$ cat src/rtl/alu_issue_stage.sv
// Issue stage in front of the 16-bit ALU: request FIFO, head drive onto the ALU inputs,
// registered result with valid/ready, accumulator chaining and a sticky overflow flag.
module alu_issue_stage #(
  parameter int data_width = 16,
  parameter int DEPTH      = 4
) (
  input  logic                    clk,
  input  logic                    reset_n,
  input  logic                    in_valid,
  output logic                    in_ready,
  input  logic [3:0]              in_func,
  input  logic [data_width-1:0]   in_a,
  input  logic [data_width-1:0]   in_b,
  input  logic                    in_use_acc,
  output logic [3:0]              alu_func,
  output logic [data_width-1:0]   alu_a,
  output logic [data_width-1:0]   alu_b,
  input  logic [data_width-1:0]   alu_c,
  input  logic                    alu_overflow,
  output logic                    out_valid,
  input  logic                    out_ready,
  output logic [data_width-1:0]   out_c,
  output logic                    out_overflow,
  output logic                    overflow_sticky,
  input  logic                    clear_sticky,
  output logic [$clog2(DEPTH):0]  count
);

  localparam int ptrWidth = $clog2(DEPTH);
  localparam int cntWidth = ptrWidth + 1;

  localparam logic [3:0] FUNC_ZERO = 4'h0;

  typedef struct packed {
    logic [3:0]            func;
    logic [data_width-1:0] a;
    logic [data_width-1:0] b;
    logic                  useAcc;
  } entryT;

  entryT                 entries [DEPTH];
  entryT                 headEntry;
  logic [ptrWidth-1:0]   wrPtr;
  logic [ptrWidth-1:0]   rdPtr;
  logic [data_width-1:0] acc;
  logic                  push;
  logic                  cap;
  logic                  notEmpty;

  assign notEmpty  = (count != '0);
  assign in_ready  = (count < cntWidth'(DEPTH));
  assign push      = in_valid && in_ready;
  assign cap       = notEmpty && (!out_valid || out_ready);
  assign headEntry = entries[rdPtr];

  // Accumulator substitution happens here, so a chained request sees the result captured on the previous edge.
  always_comb begin
    alu_func = FUNC_ZERO;
    alu_a    = '0;
    alu_b    = '0;
    if (notEmpty) begin
      alu_func = headEntry.func;
      alu_b    = headEntry.b;
      alu_a    = headEntry.useAcc ? acc : headEntry.a;
    end
  end

  // Storage carries no reset; occupancy is governed solely by the pointers and count.
  always_ff @(posedge clk) begin
    if (push) begin
      entries[wrPtr] <= '{func: in_func, a: in_a, b: in_b, useAcc: in_use_acc};
    end
  end

  always_ff @(posedge clk or negedge reset_n) begin
    if (!reset_n) begin
      wrPtr <= '0;
      rdPtr <= '0;
      count <= '0;
    end else begin
      if (push) wrPtr <= wrPtr + ptrWidth'(1);
      if (cap)  rdPtr <= rdPtr + ptrWidth'(1);
      case ({push, cap})
        2'b10:   count <= count + cntWidth'(1);
        2'b01:   count <= count - cntWidth'(1);
        default: count <= count;
      endcase
    end
  end

  always_ff @(posedge clk or negedge reset_n) begin
    if (!reset_n) begin
      out_valid       <= 1'b0;
      out_c           <= '0;
      out_overflow    <= 1'b0;
      acc             <= '0;
      overflow_sticky <= 1'b0;
    end else begin
      if (cap) begin
        out_valid    <= 1'b1;
        out_c        <= alu_c;
        out_overflow <= alu_overflow;
        acc          <= alu_c;
      end else if (out_valid && out_ready) begin
        out_valid <= 1'b0;
      end
      // A new overflow takes priority over a same-cycle clear.
      if (cap && alu_overflow) begin
        overflow_sticky <= 1'b1;
      end else if (clear_sticky) begin
        overflow_sticky <= 1'b0;
      end
    end
  end

endmodule

$ cat config.mk
export PLATFORM = sky130hd
export DESIGN_NAME = alu_issue_stage
export DESIGN_NICKNAME = d
export VERILOG_FILES = /design/src/rtl/alu_issue_stage.sv
export SDC_FILE = /design/constraint.sdc
export NUM_CORES = 1
export LEC_CHECK = 0
export CAP_MARGIN = 20
export CORE_MARGIN = 2
export CORE_UTILIZATION = 40
export DETAILED_ROUTE_END_ITERATION = 16
export PLACE_DENSITY = 0.75
export SLEW_MARGIN = 20
export SYNTH_ARGS = -nofsm -noshare
export SYNTH_HDL_FRONTEND = slang
export SYNTH_SLANG_ARGS = --single-unit
$ cat constraint.sdc
create_clock -name clk -period 1.94 [get_ports clk]
set_input_delay 0.388 -clock clk [delete_from_list [all_inputs] [get_ports clk]]
set_output_delay 0.388 -clock clk [all_outputs]
set_load 0.05 [all_outputs]
# Word-level counts from Yosys, hierarchy flattened
# Memories as Yosys holds them, arrays and structs flattened.
# Cells that the tools add are included.
[classes] add_sub_neg=4 n_lt_le_gt_ge=1 n_eq_ne=2 n_mux=11 reduce_logical=10
[op_table] cell="$mux 16" count=3
[op_table] cell="$mux 1" count=6
[op_table] cell="$pmux 3 s2" count=1
[op_table] cell="$reduce_bool 2->1" count=3
[op_table] cell="$add 2x1->2 const B" count=2
[op_table] cell="$logic_and 1x1->1" count=4
[op_table] cell="$mux 4" count=1
[op_table] cell="$add 3x1->3 const B" count=1
[op_table] cell="$lt 3x3->1 const B" count=1
[op_table] cell="$reduce_bool 3->1" count=1
[op_table] cell="$sub 3x1->3 const B" count=1
[op_table] cell="$eq 2x1->1 const B" count=1
[op_table] cell="$eq 2x2->1 const B" count=1
[op_table] cell="$logic_not 1->1" count=1
[op_table] cell="$logic_or 1x1->1" count=1
[word_totals] regBits=26 ram_bits=148 output_inout_bits=59 n_memories=1
[mem_list] name="entries" depth=4 word_bits=37 rd=1 rd_ports_with_merged_regs=0 wr=1 line_no="41" source="entryT entries [DEPTH];"

# Depth between registers and ports, before layout
[depth] ltp_word=5 ltp_mapped=9

# Worst setup path before layout
# Ideal clock, no wire load.
[synth_timing] path_kind="register to output" start="register rdPtr[0]" end="output alu_a[0]" t_arrival_ns=1.945 t_required_ns=1.552 setup_slack_ns=-0.393 stages_incl_launch_ff=6 n_path_buf=2 cell_sequence="dfrtp_1 -> mux4_2 -> buf_6 -> buf_6 -> mux2i_1 -> nor2_1"
[synth_via] elab_chain_len=3
[synth_rtl] element="start, declared" line_no="44" source="logic [ptrWidth-1:0] rdPtr;"
[synth_rtl] element="start signal, assigned" line_no="82" source="if (cap) rdPtr <= rdPtr + ptrWidth'(1);"
[synth_rtl] element="$mem_v2 4x37"
[synth_rtl] element="$mux 16" line_no="64" source="alu_a = headEntry.useAcc ? acc : headEntry.a;"
[synth_rtl] element="$mux 16" line_no="61" source="if (notEmpty) begin"
[synth_rtl] element="end, declared" line_no="16" source="output logic [data_width-1:0] alu_a,"
# Every way passes these cells.

# Worst setup path in the final report
[layout_timing] start="register rdPtr[0]" end="output alu_a[5]"
# The elaborated chain is that of the path after synthesis.

==> results.toml <==
[logic_synthesis]
syn_inst = 332
synth_nets = 397
synth_top_area_cell = "edfxtp_1"
async_flop_share = 0.149
synth_most_common_cell = "edfxtp_1"
synth-edff-count = 148
avgSynthCellArea_um2 = 20.6
ys_ff_latch = 174
ys_types = 24
yosys_warnings = 0
seq_area_frac_synth = 0.746
yosys-top-cells-count = "148 x edfxtp_1, 37 x mux4_2, 26 x dfrtp_1"
syn_area_mm2 = 0.00683
synth_top_flop_cell = "edfxtp_1"
synth_top_area_frac = 0.651
synth_area_leaders = "edfxtp_1 65%, mux4_2 12%, dfrtp_1 9.5%, mux2_1 2.8%, mux2i_1 2.5%"

[sta]
timing.fmax_mhz = 410
layout_setup_ws_ns = -0.498
finalSetupViolCount = 36
period_needed_ns = 2.44
finalCritPeriodShare = 1.26
worst_pin_slew_ns = 0.545
finClkSkew_ns = 0.00922
hold_violations = 0
rsz0062_at_grt = "yes"
max_slew_margin = 0.638
slew_viol_final = 0

[die]
io_pins = 118
start_util = 0.410
die_w_um = 135
rows = 47
dieArea_mm2 = 0.0181
die_h_um = 135
core_area_mm2 = 0.0166

[global_route]
grt_usage = 0.162
grt_pass1_wl_mm = 21.9
grt_pass1_vias = 3921
overflow = 0
antenna_found_initial = 2
grt_max_degree = 28

[drt]
postRouteAntennaNets = 0
post_drt_wl_per_cell_um = 19.2
drtIter0Drc = 219
firstDrtPassIters = 4
drt-total-wl_mm = 13.8
dr_total_vias = 3560
drc_errors = 0
viasPerCell = 4.94

[place]
routabilityCongestion = 0.773
placed_area_mm2 = 0.00878
dpl.cell_count = 676
preCtsSetupSlack_ns = -0.267
hpwl_mm = 8.76
placement.io_buffers = 117

[critical_path]
cp.arrival_ns = 2.05
critPathMaxStageDelay_ns = 0.51
cp-end-kind = "primary output"
worstPathCellList = "buf_4 > buf_12 > mux4_2 > mux2i_2 > nor2_4 > buf_12"
worstPathRequired_ns = 1.55
path_delay_family = "multiplexers"
worst_path_most_repeated_cell = "buf_12"
crit_fanout = 8
start_kind = "register"
path_class = "register to primary output"
path_buf_inv = 3
crit_slowest_cell = "mux4_2"

[outcome]
violations = "setup timing"
status = "finished with violations"

[layout]
nets = 550
postLayoutCellArea_mm2 = 0.00965
area_delta_synth_final_pct = 41.3
layout-drive-gt1-share = 0.378
fin_cells = 720

[run]
max_cap_viol_count = 0

[clocking]
cts.clk_slew.worst_paths_ns = 0.06
htree_levels = 4
cts_buffer_depth = 2
insertion_delay_ns = 0.42
cts_root_buf = "clkbuf_16"
hold_buffers = 0
cts.sinks = 174
cts_buffers = 17
cts_tree = "done"

[pwr]
irDropWorstVdd_uv = 1180
powerDensity_mw_per_mm2 = 1890
p_leak_nw = 3.50
report.power.total_w = 0.0183

[min_path]
min_path_type = "input pin to asynchronous set/reset pin"
## worst paths after layout
| check | startpoint | to | slack [ns] | cells after the start |
|---|---|---|---|---|
| setup / recovery | rdPtr[0] | alu_a[5] | -0.50 | 6 |
| hold / removal | reset_n | acc[15] | 0.36 | 2 |
| setup reg to reg | out_valid | count[2] | 0.18 | 8 |
| hold reg to reg | out_overflow | out_overflow | 0.50 | 1 |
| max in group asynchronous | reset_n | rdPtr[1] | 1.28 | 2 |
| min in group clk | out_overflow | out_overflow | 0.50 | 1 |
## worst reg2reg max path, stage by stage, from the launching register on
cell      delay [ns]
dfrtp_2         0.41
nand2b_1        0.10
nor2b_2         0.22
ha_4            0.16
inv_1           0.05
fa_2            0.33
xor2_1          0.14
nor2_1          0.15
xnor2_1         0.13
## layout make-up
cell class / instances / area, µm²
fill: 1247 / 6990
sequential: 174 / 5100
multi-input combinational: 133 / 1850
timing repair buffer: 151 / 1810
clock buffer: 20 / 437
tap: 220 / 275
clock inverter: 12 / 145
inverter: 8 / 30.0
antenna: 2 / 5.00
## timing repair
item | CTS | global route
cloned | 1 | 1
gates resized for setup | 58 | 9
pin swaps | 0 | 1
setup buffers | 6 | 4
endpoints found under the setup margin | 55 | 36
## metal layers
layer / wire length [µm] / global-route usage / vias up
li1: - / - / 1611
met1: 5920 / 0.208 / 1831
met2: 6890 / 0.266 / 105
met3: 844 / 0.0537 / 13
met4: 145 / 0.0468 / 0
met5: 0 / 0 / -
## state kept, by name (all words and copies together) (netlist names)
register / cells
acc: 16
count: 3
entries: 148
out_overflow: 1
out_valid: 1
overflow_sticky: 1
rdPtr: 2
wrPtr: 2
## stage by stage
step                hold WS [ns]   util  TNS, ns
floorplan                 0.0924      -    -2.69
global placement           0.469  0.528   -11.68
detailed placement         0.495  0.528    -8.80
CTS                        0.354  0.576   -17.35
global route               0.386  0.580   -18.67
finish                     0.361  0.580   -15.74
## layout by cell type, fill, tap and decap left out, drive strengths merged, types with 2 or more instances in the layout
cell / instances
nand2: 2
clkinvlp: 2
mux4: 37
mux2i: 17
edfxtp: 148
xor2: 3
and2: 4
xnor2: 3
inv: 8
mux2: 17
nor2b: 22
clkbuf: 21
dlygate4sd2: 19
nor2: 17
clkinv: 7
diode: 2
clkdlybuf4s50: 58
dfrtp: 26
ha: 5
buf: 73
bufinv: 3
## power by group
| group | switching [W] | internal [W] | total [W] | leakage [nW] |
|---|---|---|---|---|
| registers | 0.000293 | 0.00477 | 0.00506 | 1.64 |
| clock network | 0.00135 | 0.00201 | 0.00336 | 0.279 |
| logic | 0.00546 | 0.00439 | 0.00985 | 1.58 |
| total | 0.00710 | 0.0112 | 0.0183 | 3.50 |
## logic make-up after synthesis
family | synth area share
fa+ha+maj | 0.0121
simple gates | 0.0372
xor+xnor | 0.00770
flops | 0.746
buf+inv | 0.0201
mux | 0.175
compound gates | 0.00201
Power figures use the tool's default switching activity.
